**src/rtl/shadow_spill_ctrl.sv**
```systemverilog
// shadow_spill_ctrl: manages the 16-entry shadow register bank for fast interrupt
// entry/exit. On entry it strobes the shadow save and spills the bank to the stack
// frame in the background; on mret it refills the bank from the frame and strobes
// the shadow-to-architectural load.
// Optional frame-depth checking: define SHADOW_SPILL_DEPTH_CHK_EN.
module shadow_spill_ctrl #(
  parameter int unsigned XLEN            = 64,
  parameter int unsigned NR_SHADOW       = 16,
  parameter int unsigned MAX_OUTSTANDING = 2
) (
  input  logic            clk_i,
  input  logic            rst_ni,
  input  logic            entry_req_i,
  output logic            entry_gnt_o,
  input  logic            mret_req_i,
  output logic            mret_gnt_o,
  output logic            mret_done_o,
`ifdef SHADOW_SPILL_DEPTH_CHK_EN
  output logic            depth_err_o,
`endif
  output logic            busy_o,
  output logic            shadow_save_o,
  input  logic [XLEN-1:0] next_sp_i,
  input  logic [XLEN-1:0] shadow_sp_i,
  output logic [3:0]      shadow_raddr_o,
  input  logic [XLEN-1:0] shadow_rdata_i,
  output logic [3:0]      shadow_waddr_o,
  output logic [XLEN-1:0] shadow_wdata_o,
  output logic            shadow_we_o,
  output logic            shadow_load_o,
  output logic            mem_req_o,
  input  logic            mem_gnt_i,
  output logic            mem_we_o,
  output logic [XLEN-1:0] mem_addr_o,
  output logic [XLEN-1:0] mem_wdata_o,
  input  logic            mem_rvalid_i,
  input  logic [XLEN-1:0] mem_rdata_i
);

  localparam int unsigned WORD_BYTES = XLEN / 8;
  localparam int unsigned CNT_W      = $clog2(NR_SHADOW + 1);
  localparam int unsigned OUT_W      = $clog2(MAX_OUTSTANDING + 1);
  localparam int unsigned IDX_W      = 4;
  localparam int unsigned DEPTH_W    = 5;

  typedef enum logic [1:0] {
    IDLE  = 2'd0,
    SPILL = 2'd1,
    FILL  = 2'd2,
    LOAD  = 2'd3
  } state_e;

  state_e            state_q;
  state_e            state_d;
  logic [XLEN-1:0]   base_q;
  logic [CNT_W-1:0]  issue_cnt_q;
  logic [CNT_W-1:0]  resp_cnt_q;
  logic [OUT_W-1:0]  outstanding_q;
  logic [OUT_W-1:0]  outstanding_d;

  logic              spill_start;
  logic              fill_start;
  logic              spill_done;
  logic              issue_ok;
  logic              issue_fire;
  logic              resp_ok;
  logic              last_resp;
  logic              entry_allow;
  logic              fill_allow;
  logic [XLEN-1:0]   addr_c;

`ifdef SHADOW_SPILL_DEPTH_CHK_EN
  logic [DEPTH_W-1:0] depth_q;

  assign entry_allow = (depth_q != {DEPTH_W{1'b1}});
  assign fill_allow  = (depth_q != DEPTH_W'(0));
`else
  assign entry_allow = 1'b1;
  assign fill_allow  = 1'b1;
`endif

  // Request issue is throttled by the outstanding window and by the frame length.
  assign issue_ok   = (issue_cnt_q != CNT_W'(NR_SHADOW)) &&
                      (outstanding_q != OUT_W'(MAX_OUTSTANDING));
  assign issue_fire = mem_req_o & mem_gnt_i;
  // Responses arriving with nothing in flight are stray and ignored.
  assign resp_ok    = mem_rvalid_i & (outstanding_q != OUT_W'(0));
  assign last_resp  = resp_ok && (resp_cnt_q == CNT_W'(NR_SHADOW - 1));
  // Frame word address; wraps modulo 2^XLEN.
  assign addr_c     = base_q + (XLEN'(issue_cnt_q) * XLEN'(WORD_BYTES));

  // State register.
  always_ff @(posedge clk_i or negedge rst_ni) begin
    if (!rst_ni) begin
      state_q <= IDLE;
    end else begin
      state_q <= state_d;
    end
  end

  // Next-state and output decode.
  always_comb begin
    state_d        = state_q;
    entry_gnt_o    = 1'b0;
    mret_gnt_o     = 1'b0;
    mret_done_o    = 1'b0;
`ifdef SHADOW_SPILL_DEPTH_CHK_EN
    depth_err_o    = 1'b0;
`endif
    busy_o         = 1'b0;
    shadow_save_o  = 1'b0;
    shadow_raddr_o = '0;
    shadow_waddr_o = '0;
    shadow_wdata_o = '0;
    shadow_we_o    = 1'b0;
    shadow_load_o  = 1'b0;
    mem_req_o      = 1'b0;
    mem_we_o       = 1'b0;
    mem_addr_o     = '0;
    mem_wdata_o    = '0;
    spill_start    = 1'b0;
    fill_start     = 1'b0;
    spill_done     = 1'b0;

    case (state_q)
      IDLE: begin
        entry_gnt_o   = entry_req_i & entry_allow;
        mret_gnt_o    = mret_req_i & ~entry_req_i;
        shadow_save_o = entry_gnt_o;
        if (entry_gnt_o) begin
          spill_start = 1'b1;
          state_d     = SPILL;
        end else if (mret_gnt_o) begin
          if (fill_allow) begin
            fill_start = 1'b1;
            state_d    = FILL;
          end
`ifdef SHADOW_SPILL_DEPTH_CHK_EN
          else begin
            depth_err_o = 1'b1;
          end
`endif
        end
      end

      SPILL: begin
        busy_o         = 1'b1;
        mem_req_o      = issue_ok;
        mem_we_o       = 1'b1;
        mem_addr_o     = addr_c;
        shadow_raddr_o = issue_cnt_q[IDX_W-1:0];
        mem_wdata_o    = shadow_rdata_i;
        if (last_resp) begin
          spill_done = 1'b1;
          state_d    = IDLE;
        end
      end

      FILL: begin
        busy_o         = 1'b1;
        mem_req_o      = issue_ok;
        mem_addr_o     = addr_c;
        shadow_we_o    = resp_ok;
        shadow_waddr_o = resp_cnt_q[IDX_W-1:0];
        shadow_wdata_o = mem_rdata_i;
        if (last_resp) begin
          state_d = LOAD;
        end
      end

      LOAD: begin
        busy_o        = 1'b1;
        shadow_load_o = 1'b1;
        mret_done_o   = 1'b1;
        state_d       = IDLE;
      end

      default: begin
        state_d = IDLE;
      end
    endcase
  end

  // Outstanding-request bookkeeping: +1 per grant, -1 per accepted response.
  always_comb begin
    outstanding_d = outstanding_q;
    if (issue_fire && !resp_ok) begin
      outstanding_d = outstanding_q + OUT_W'(1);
    end else if (!issue_fire && resp_ok) begin
      outstanding_d = outstanding_q - OUT_W'(1);
    end
  end

  // Frame base, issue/response indices and in-flight count.
  always_ff @(posedge clk_i or negedge rst_ni) begin
    if (!rst_ni) begin
      base_q        <= '0;
      issue_cnt_q   <= '0;
      resp_cnt_q    <= '0;
      outstanding_q <= '0;
    end else begin
      outstanding_q <= outstanding_d;
      if (spill_start) begin
        base_q <= next_sp_i;
      end else if (fill_start) begin
        base_q <= shadow_sp_i;
      end
      if (spill_start || fill_start) begin
        issue_cnt_q <= '0;
        resp_cnt_q  <= '0;
      end else begin
        if (issue_fire) begin
          issue_cnt_q <= issue_cnt_q + CNT_W'(1);
        end
        if (resp_ok) begin
          resp_cnt_q <= resp_cnt_q + CNT_W'(1);
        end
      end
    end
  end

`ifdef SHADOW_SPILL_DEPTH_CHK_EN
  // Frame depth: one more frame per completed spill, one fewer per restore.
  always_ff @(posedge clk_i or negedge rst_ni) begin
    if (!rst_ni) begin
      depth_q <= '0;
    end else if (spill_done) begin
      depth_q <= depth_q + DEPTH_W'(1);
    end else if (state_q == LOAD) begin
      depth_q <= depth_q - DEPTH_W'(1);
    end
  end
`endif

endmodule

```
**config.mk**
```make
export PLATFORM = sky130hd
export DESIGN_NAME = shadow_spill_ctrl
export DESIGN_NICKNAME = d
export VERILOG_FILES = /design/src/rtl/shadow_spill_ctrl.sv
export SDC_FILE = /design/constraint.sdc
export NUM_CORES = 1
export LEC_CHECK = 0
export BUFFER_PORTS_ARGS = -buffer_cell sky130_fd_sc_hd__buf_4
export CORE_AREA = 2 2 181 183
export DETAILED_ROUTE_END_ITERATION = 8
export DIE_AREA = 0 0 183 185
export HOLD_SLACK_MARGIN = 0.06
export PLACE_DENSITY = 0.46
export SLEW_MARGIN = 20
export SYNTH_ARGS = -nofsm -noshare
export SYNTH_HDL_FRONTEND = slang
export SYNTH_SLANG_ARGS = --single-unit
```
**constraint.sdc**
```tcl
create_clock -name clk_i -period 2.8 [get_ports clk_i]
set_clock_uncertainty 0.1 [all_clocks]
set_input_delay 0.28 -clock clk_i [delete_from_list [all_inputs] [get_ports clk_i]]
set_output_delay 0.28 -clock clk_i [all_outputs]
set_load 0.1 [all_outputs]
```
After elaboration in Yosys (flattened, before gate mapping)
Index checks and enable logic that the tools add are counted.
{"block": "totals", "inputBits": 262, "latch_bits": 0, "output_inout_bits": 209, "reg_bits": 78, "romBits": 0, "ramBits": 0, "word_cells": 69, "memories": 0}
{"block": "op_classes", "order_cmp": 0, "mux": 30, "addsub": 5, "multipliers": 0, "shifts": 0, "n_reduce_logical": 16, "bitwise": 4, "div": 0, "n_eq_ne": 9}
{"op": "2-to-1 mux 64 bit", "count": 5}
{"op": "adder 64 x 8 -> 64 bit", "count": 1}
{"op": "2-to-1 mux 5 bit", "count": 4}
{"op": "2-to-1 mux 1 bit", "count": 12}
{"op": "2-to-1 mux 2 bit", "count": 6}
{"op": "adder 5 x 1 -> 5 bit, second input constant", "count": 2}
{"op": "nonzero test 2 bit", "count": 5}
{"op": "2-to-1 mux 4 bit", "count": 2}
{"op": "one-hot mux 2 bit (4 select lines)", "count": 1}
{"op": "!= test 2 bit, second input constant", "count": 3}
{"op": "equality test 5 x 4 -> 1 bit, second input constant", "count": 1}
{"op": "!= test 5 bit, second input constant", "count": 1}
{"op": "equality test 2 bit, second input constant", "count": 2}
{"op": "logical AND 1 bit", "count": 4}
{"op": "AND 1 bit", "count": 3}
{"op": "!= test 3 bit, second input constant", "count": 1}
{"op": "AND reduction 3 bit", "count": 1}
{"op": "OR reduction 3 bit", "count": 1}
{"op": "adder 2 x 1 -> 2 bit, second input constant", "count": 1}
{"op": "equality test 2 x 1 -> 1 bit, second input constant", "count": 1}
{"op": "zero test 1 bit", "count": 2}
{"op": "zero test 2 bit", "count": 1}
{"op": "OR reduction 2 bit", "count": 1}
{"op": "subtractor 2 x 1 -> 2 bit, second input constant", "count": 1}
{"op": "other kinds (2)", "count": 2}

Longest topological paths before layout
Gate-level depths: netlist (run 1).
{"block": "logic_depth", "depth_word": 8, "depth_mapped": 9, "depth_no_buf": 8}

Worst setup path after synthesis (run 1)
OpenSTA, ideal clock, no wires.
{"block": "synth_path", "kind": "reg-to-output", "from": "register issue_cnt_q[4]", "to": "output mem_addr_o[56]", "required_time_ns": 2.420, "path_buffers": 2, "arrival_time_ns": 3.502, "stages_incl_launch_ff": 9, "slack_ns": -1.082, "cell_sequence": "dfrtp_1 > ha_1 > buf_2 > nand2_1 > nor3b_4 > o2111ai_1 > clkbuf_2 > or4_1 > a21oi_1"}
{"block": "synth_via", "elab_chain_len": 2}
{"item": "from (decl)", "line": "56", "rtl": "logic [CNT_W-1:0] issue_cnt_q;"}
{"item": "from (signal assigned)", "line": "213", "rtl": "issue_cnt_q <= issue_cnt_q + CNT_W'(1);"}
{"item": "adder 64 x 8 -> 64 bit", "line": "90", "rtl": "assign addr_c = base_q + (XLEN'(issue_cnt_q) * XLEN'(WORD_BYTES));"}
{"item": "2-to-1 mux 64 bit", "line": "125", "rtl": "case (state_q)"}
{"item": "to (decl)", "line": "34", "rtl": "output logic [XLEN-1:0] mem_addr_o,"}
Every way passes these cells.

Worst setup path in the final report (run 1)
{"block": "layout_path", "from": "register base_q[6]", "to": "output mem_addr_o[60]"}
{"block": "layout_via", "elab_chain_len": 2}
{"item": "from (decl)", "line": "55", "rtl": "logic [XLEN-1:0] base_q;"}
{"item": "from (signal assigned)", "line": "204", "rtl": "base_q <= next_sp_i;"}
{"item": "from (signal assigned)", "line": "206", "rtl": "base_q <= shadow_sp_i;"}
{"item": "adder 64 x 8 -> 64 bit", "line": "90"}
{"item": "2-to-1 mux 64 bit", "line": "125"}
Every way passes these cells.

==> impl_metrics.toml, run 1 <==
[status]
status = "finished, violations left"
failed_checks = "setup timing"

[yosys]
syn_inst = 815
yosys.area.top_type_share_pct = 30.1
syn_nets = 1092
synth.distinct_cells = 54
ys_seq_area_share_pct = 30.1
ys.flop_type = "dfrtp_1"
ys_ff_latch = 78
netlist_top_cells_area = "dfrtp_1, and2_1, mux2i_1, o21ai_0, nand2_1"
ys_async_sr_fraction_pct = 100
syn-cell-area_mm2 = 0.00648
synth_edf_count = 0
avgSynthCellArea_um2 = 7.95
yosys-top-cells-count = "and2_1, nand2_1, o21ai_0"
yosysMostFrequentCell = "and2_1"
yosys_warnings = 0
synth_top_area_cell = "dfrtp_1"

[timing]
fin_crit_ns = 3.02
tns_ns = -5.57
fmax_ghz = 0.331
setup_viol_count_final = 49
hold_viol = 0
rsz0062_at_grt = "true"
slew_headroom_pct = 52.2
fin_crit_sh_pct = 108
worstMarginPinSlew_ns = 0.717
slew_violations = 0
fin_ws_ns = -0.218

[floorplanning]
ios = 471
core_mm2 = 0.0320
num_rows = 66
die_w_um = 183
die-area_mm2 = 0.0339
start_util_pct = 20.2
die_height_um = 185

[place]
dp_hpwl_um = 30300
place_inst = 1730
gp_congestion = 0.853
io_buffers = 470
dpl-instance-area_mm2 = 0.0117

[grt]
grt_pass1_vias = 8408
antenna_found_initial = 9
grt_max_degree = 67
grt_usage_pct = 21.2
grt_pass1_wl_um = 53300
grt_overflow_total = 0

[clock_tree]
root_buffer = "clkbuf_16"
cts_max_path_buffers = 2
path_clk_slew_ns = 0.06
htree_levels = 3
cts_buffers = 9
clkSinkCount = 78
worst_skew_pair.late_latency_ns = 0.35
cts_tree = "done"

[flow_run]
drv_cap = 0

[cells_and_area]
finish.instance_area_mm2 = 0.0139
multiInputGateArea_mm2 = 0.00526
drive_gt1_share_pct = 52.5
final_nets = 1691
regArea_mm2 = 0.00195
final_cells = 1829
fill_cells = 3205
syn_to_final_growth_pct = 114
final_util_pct = 43.4

[setup_path]
crit_slowest_cell = "or4_4"
cp-end-kind = "output port"
r2r_setup_slack_ns = 0.28
arrival_ns = 2.64
critical_path.cell_chain = "ha_4, nand2_4, nor3b_4, o211ai_1, buf_4, or4_4, a21oi_4, buf_12"
critPathMaxStageDelay_ns = 0.49
crit_type = "reg2out"
critPathLaunchType = "flip-flop"
critPathRequiredTime_ns = 2.42
path_max_fanout = 7

[detailed_routing]
final_antenna_net_count = 0
via_per_inst = 4.56
via_count = 8334
routed_wl_um = 37100
first_iter_violations = 329
route.detailed.drc = 0
wl_per_cell_um = 20.3
dr.pass1.iters = 6

[min_path]
hold_class = "in2reg"
[flip-flops by register name, summed over array words and instances, names as in the netlist]
signal,cells
state_q,2
base_q,64
issue_cnt_q,5
resp_cnt_q,5
outstanding_q,2
[cells in the final DEF (no fill, tap or decap), drive strengths merged, types with 21 or more instances in the layout]
cell and instances:
and2 145, or3 21, xor2 24, nand3 23
a21oi 45, o21ai 89, buf 581, dfrtp 78
mux2i 66, dlygate4sd3 58, nor2 41, nand2 95
[stage by stage]
stage / setup WS, ns / hold WS, ns
floorplan: -0.525 / -0.116
global placement: -0.0287 / 0.202
detailed placement: -0.0940 / 0.200
CTS: -0.218 / 0.0634
global route: -0.344 / 0.0760
finish: -0.218 / 0.0671
[final timing paths]
check / startpoint / endpoint / cells past startpoint
worst max-delay path: base_q[6]$_DFFE_PN0N_ / mem_addr_o[60] / 8
worst min-delay path: next_sp_i[34] / base_q[34]$_DFFE_PN0N_ / 3
worst max register to register: issue_cnt_q[0]$_DFFE_PN0P_ / outstanding_q[1]$_DFFE_PN0P_ / 9
worst min register to register: outstanding_q[1]$_DFFE_PN0P_ / outstanding_q[1]$_DFFE_PN0P_ / 1
max in group asynchronous: rst_ni / issue_cnt_q[3]$_DFFE_PN0P_ / 3
min in group asynchronous: rst_ni / base_q[37]$_DFFE_PN0N_ / 2
[layout make-up]
cell class                      count  area share (%)
Timing Repair Buffer              640            41.6
Multi-Input combinational cell    669            37.8
Sequential cell                    78            14.1
Tap cell                          408            3.67
Clock buffer                       12            1.85
Clock inverter                      3           0.486
Inverter                           16           0.477
Antenna cell                        3          0.0540
[critical path, delay by kind of cell, from the launching register on]
family | cells | cell delay (ns)
compound gates | 2 | 0.33
fa+ha+maj | 1 | 0.31
buf+inv | 2 | 0.37
flops | 1 | 0.41
simple gates | 3 | 0.86
[repair_timing]
action / 4_1_cts / 5_1_grt
resized for setup: 188 / 50
gates cloned: 0 / 1
pin swaps: 38 / 43
hold endpoints to repair: 92 / 0
setup endpoints to repair: 55 / 56
buffers inserted: 16 / 8
hold buffers: 58 / 0
[metal layers]
| metal | routed length [µm] | track usage [%] | up-vias |
|---|---|---|---|
| met4 | 803 | 7.39 | 10 |
| met2 | 18500 | 36.9 | 258 |
| met5 | 69 | 0 | - |
| li1 | - | - | 4052 |
| met1 | 15000 | 24.8 | 3976 |
| met3 | 2670 | 6.31 | 38 |
[cells by family (layout without fill, tap and decap cells)]
group	count (synthesis)	count (layout)	share of synthesized area [%]
muxes	66	66	10.2
other	0	3	0
and+or+nand+nor	389	389	33.9
DFF	78	78	30.1
AOI/OAI and AO/OA	170	170	14.7
xor gates and xnor gates	29	29	3.92
adders and majority gates	15	15	3.01
buffers and inverters	68	671	4.15
Power of run 1 is left out: the tool's default activity adds up to more than one toggle a clock period on the data nets, which glitch-free logic cannot reach.
==> inputs of run 2 (changes only) <==
- CELL_PAD_IN_SITES_DETAIL_PLACEMENT: default -> 2
- CELL_PAD_IN_SITES_GLOBAL_PLACEMENT: default -> 2
- CORE_AREA: 2 2 181 183 -> 2 2 184 186
- DIE_AREA: 0 0 183 185 -> 0 0 186 188
- PLACE_DENSITY: 0.46 -> 0.78
==> run 2 against run 1 <==
Effect of this change:
- the run still ends with setup timing left
- routed wire length rose by 26%
- core utilization fell by 0.91 points
- worst hold slack barely moved
- critical endpoint is now mem_addr_o[62]
- highest routed layer unchanged
==> impl_metrics.toml, run 2 (synthesis results as in run 1) <==
[status]
status = "finished, violations left"
failed_checks = "setup timing"

[timing]
slew_headroom_pct = 46.6
setup_viol_count_final = 47
hold_viol = 0
tns_ns = -6.34
fin_ws_ns = -0.247
rsz0062_at_grt = "true"
slew_violations = 0
fin_crit_sh_pct = 109
fmax_ghz = 0.328
fin_crit_ns = 3.05
worstMarginPinSlew_ns = 0.801

[setup_path]
critPathLaunchType = "flip-flop"
crit_type = "reg2out"
critPathRequiredTime_ns = 2.42
path_max_fanout = 8
arrival_ns = 2.67
cp-end-kind = "output port"

[floorplanning]
start_util_pct = 19.6
num_rows = 67
ios = 471
die-area_mm2 = 0.0350
die_height_um = 188
core_mm2 = 0.0331
die_w_um = 186

[flow_run]
drv_cap = 0

[clock_tree]
cts_max_path_buffers = 2
htree_levels = 3
root_buffer = "clkbuf_16"
clkSinkCount = 78
cts_buffers = 9
path_clk_slew_ns = 0.07
cts_tree = "done"
worst_skew_pair.late_latency_ns = 0.35

[detailed_routing]
via_per_inst = 4.74
route.detailed.drc = 0
dr.pass1.iters = 4
routed_wl_um = 46900
final_antenna_net_count = 0
wl_per_cell_um = 25.0
via_count = 8884
first_iter_violations = 210

[grt]
grt_overflow_total = 0
antenna_found_initial = 19
grt_usage_pct = 25.5
grt_pass1_vias = 9925
grt_max_degree = 79
grt_pass1_wl_um = 65200

[place]
io_buffers = 470
gp_congestion = 0.820
dp_hpwl_um = 34500
dpl-instance-area_mm2 = 0.0117
place_inst = 1763

[cells_and_area]
drive_gt1_share_pct = 53.8
top_regs = "base_q x64, issue_cnt_q x5, resp_cnt_q x5"
multiInputGateArea_mm2 = 0.00535
top_register = "base_q"
fill_cells = 3558
largest_register_ffs = 64
finish.instance_area_mm2 = 0.0141
final_util_pct = 42.5
layout_common_cells = "buf_4, and2_1, nand2_1"
regArea_mm2 = 0.00196
final_cells = 1874
layout_commonest_cell = "buf_4"
final_nets = 1688
syn_to_final_growth_pct = 117

[min_path]
hold_class = "in2reg"
==> run 2: cell types whose count changed in the layout (fill, tap and decap cells not counted), moves of 5 or more <==
cell / previous run / this run
o21ai_0: 78 / 72
or3_4: 15 / 20
dfrtp_1: 77 / 70
or3_1: 6 / 1
diode_2: 3 / 10
dfrtp_2: 1 / 8
o21ai_1: 8 / 13
==> run 2: final cells by class <==
cell class / instances / share of cell area, %
diodes: 10 / 0.178
clock buffers: 10 / 1.63
clock inverters: 6 / 0.783
inverters: 16 / 0.472
multi-input cells: 670 / 38.1
flip-flops and latches: 78 / 14.0
well taps: 448 / 3.99
repair buffers: 636 / 40.9
==> run 2: worst max-delay path: stages, from the launching register on <==
cell and delay (ns):
dfrtp_1 0.40, nand4_1 0.12, buf_4 0.19, nor3_4 0.28
nand3_2 0.30, or4_1 0.61, a21oi_4 0.20, buf_12 0.19
==> run 2: worst paths after layout <==
check / to / slack [ns] / startpoint / depth (start not counted)
worst min register to register: outstanding_q[1]$_DFFE_PN0P_ / 0.39 / outstanding_q[1]$_DFFE_PN0P_ / 1
worst min-delay path: base_q[58]$_DFFE_PN0N_ / 0.07 / next_sp_i[58] / 3
worst max-delay path: mem_addr_o[62] / -0.25 / base_q[41]$_DFFE_PN0N_ / 7
worst max register to register: outstanding_q[1]$_DFFE_PN0P_ / 0.27 / issue_cnt_q[0]$_DFFE_PN0P_ / 11
min in group asynchronous: base_q[37]$_DFFE_PN0N_ / 0.45 / rst_ni / 2
max in group asynchronous: base_q[23]$_DFFE_PN0N_ / 1.56 / rst_ni / 2
==> run 2: repair_timing <==
item / in CTS / in global routing
cloned: 0 / 2
setup endpoints to repair: 55 / 60
hold buffers: 55 / 1
hold endpoints to repair: 55 / 78
pin swaps: 39 / 25
buffers inserted: 14 / 13
resized for setup: 211 / 52
==> run 2: per-stage QoR <==
step	worst slack (ns)	hold WS, ns
floorplan	-0.525	-0.116
detailed placement	-0.144	0.390
CTS	-0.246	0.0622
global route	-0.310	0.0727
finish	-0.247	0.0673
global placement	-0.0887	0.380
==> run 2: layer usage <==
layer,global-route usage (%),part of all wire [%]
met2,47.6,53
met1,27.3,37
met4,9.78,4.0
met5,0,0.026
met3,6.10,6.5
Power of run 2 is left out for the same reason.
==> inputs of run 3 (changes only) <==
- BUFFER_PORTS_ARGS: -buffer_cell sky130_fd_sc_hd__buf_4 -> default
- CELL_PAD_IN_SITES_DETAIL_PLACEMENT: 2 -> 1
- CORE_AREA: 2 2 184 186 -> 2 2 181 183
- DIE_AREA: 0 0 186 188 -> 0 0 183 185
- DONT_BUFFER_PORTS: default -> 1
- PLACE_DENSITY: 0.78 -> 0.55
- SETUP_SLACK_MARGIN: default -> 0.1
==> run 3 against run 2 <==
Effect of this change:
- the flow still finishes with violations (setup timing)
- core utilization increased by 3.4 points
- first-iteration DRC count is 67% higher
- sequential cell count stayed put
- largest cell class unchanged
- highest routed layer unchanged
==> impl_metrics.toml, run 3 (synthesis results as in run 1) <==
[status]
failed_checks = "setup timing"
status = "finished, violations left"

[timing]
hold_viol = 0
fin_crit_ns = 3.08
whs_ns = 0.0663
rsz0062_at_grt = "true"
slew_violations = 0
setup_viol_count_final = 54
worstMarginPinSlew_ns = 0.732
fmax_ghz = 0.325
tns_ns = -9.18
fin_crit_sh_pct = 110
fin_ws_ns = -0.281
slew_headroom_pct = 51.2

[clock_tree]
htree_levels = 3
cts_max_path_buffers = 2
path_clk_slew_ns = 0.08
root_buffer = "clkbuf_16"
worst_skew_pair.late_latency_ns = 0.36
cts_tree = "done"
clkSinkCount = 78
cts_buffers = 9

[setup_path]
critical_path.cell_chain = "ha_4, a21oi_4, nor3b_4, o2111ai_4, buf_6, buf_12, or3_4, a21oi_4, buf_12"
cp-end-kind = "output port"
crit_type = "reg2out"
critPathLaunchType = "flip-flop"
r2r-end = "outstanding_q[1]$_DFFE_PN0P_"
crit_buf_inv = 3
timing.critical_path.from = "base_q[4]$_DFFE_PN0N_"
path_delay_family = "simple AND/OR/NAND/NOR gates"
r2r_cells = 9
critPathRequiredTime_ns = 2.42
arrival_ns = 2.70
r2r_start = "issue_cnt_q[0]$_DFFE_PN0P_"
endpoint = "mem_addr_o[32]"
r2r_setup_slack_ns = 0.26
critPathMaxStageDelay_ns = 0.42
path_depth = 9
path_max_fanout = 6
crit_slowest_cell = "dfrtp_1"

[place]
dp_hpwl_um = 36500
gp_congestion = 0.948
io_buffers = 0
dp_slack_ns = -0.127

[detailed_routing]
dr.pass1.iters = 4
routed_wl_um = 45400
via_per_inst = 4.91
route.detailed.drc = 0
via_count = 8092
final_antenna_net_count = 0
wl_per_cell_um = 27.5
first_iter_violations = 351

[cells_and_area]
syn_to_final_growth_pct = 127
top_register = "base_q"
fill_cells = 3388
final_util_pct = 45.9
layout_common_cells = "buf_12, and2_1, dlygate4sd3_1"
multiInputGateArea_mm2 = 0.00545
layout_commonest_cell = "buf_12"
top_regs = "base_q x64, issue_cnt_q x5, resp_cnt_q x5"
largest_register_ffs = 64
drive_gt1_share_pct = 42.2
final_nets = 1496
regArea_mm2 = 0.00196

[flow_run]
drv_cap = 0

[floorplanning]
start_util_pct = 20.2
die_w_um = 183
die_height_um = 185
num_rows = 66
core_mm2 = 0.0320
ios = 471
die-area_mm2 = 0.0339

[grt]
grt_usage_pct = 26.3
grt_pass1_wl_um = 63100
grt_overflow_total = 0
grt_pass1_vias = 8543
antenna_found_initial = 45
grt_max_degree = 79

[min_path]
hold_class = "in2reg"
holdPathStages = 2
==> run 3: cell count changes in the layout (fill, tap and decap cells not counted), sizes merged <==
cell	before	now
buf	578	323
dlygate4sd3	56	119
clkinvlp	3	2
diode	10	17
nand4	20	19
inv	15	20
bufinv	3	0
bufbuf	0	1
clkbuf	12	11
==> run 3: routing by layer <==
layer / up-vias / track usage, % / part of all wire (%)
li1: 3686 / - / -
met1: 3964 / 33.1 / 40
met2: 357 / 45.5 / 48
met3: 71 / 7.27 / 9.1
met4: 14 / 4.38 / 1.9
met5: - / 0 / 0.20
==> run 3: how the worst min path moves through the flow <==
stage / start / endpoint / slack (ns)
final: shadow_sp_i[19] / base_q[19]$_DFFE_PN0N_ / 0.07
after global routing: shadow_sp_i[19] / base_q[19]$_DFFE_PN0N_ / 0.06
after CTS: shadow_sp_i[56] / base_q[56]$_DFFE_PN0N_ / 0.06
after detailed placement: rst_ni / base_q[34]$_DFFE_PN0N_ / -0.11
after global placement: rst_ni / base_q[34]$_DFFE_PN0N_ / -0.11
after floorplan: rst_ni / base_q[0]$_DFFE_PN0N_ / -0.12
==> run 3: through the flow <==
| step | cells | cell area [µm²] |
|---|---|---|
| 2_1_floorplan | 815 | 7160 |
| 5_1_grt | 1633 | 14700 |
| 3_3_place_gp | 1453 | 12100 |
| 3_5_place_dp | 1453 | 12100 |
| 4_1_cts | 1621 | 14400 |
| 6_report | 1649 | 14700 |
==> run 3: final cells by class <==
class                           instances  share of cell area (%)
Antenna cell                           17                   0.289
Clock buffer                            9                    1.53
Clock inverter                          7                   0.426
Inverter                               16                   0.468
Multi-Input combinational cell        669                    37.1
Sequential cell                        78                    13.3
Tap cell                              408                    3.47
Timing Repair Buffer                  445                    43.5
==> run 3: repair_timing <==
item / CTS / global route
hold endpoints to repair: 142 / 0
hold buffers: 120 / 0
pin swaps: 53 / 47
resized for setup: 98 / 37
setup endpoints to repair: 55 / 59
cloned: 3 / 2
buffers inserted: 29 / 10
Power of run 3 is left out for the same reason.
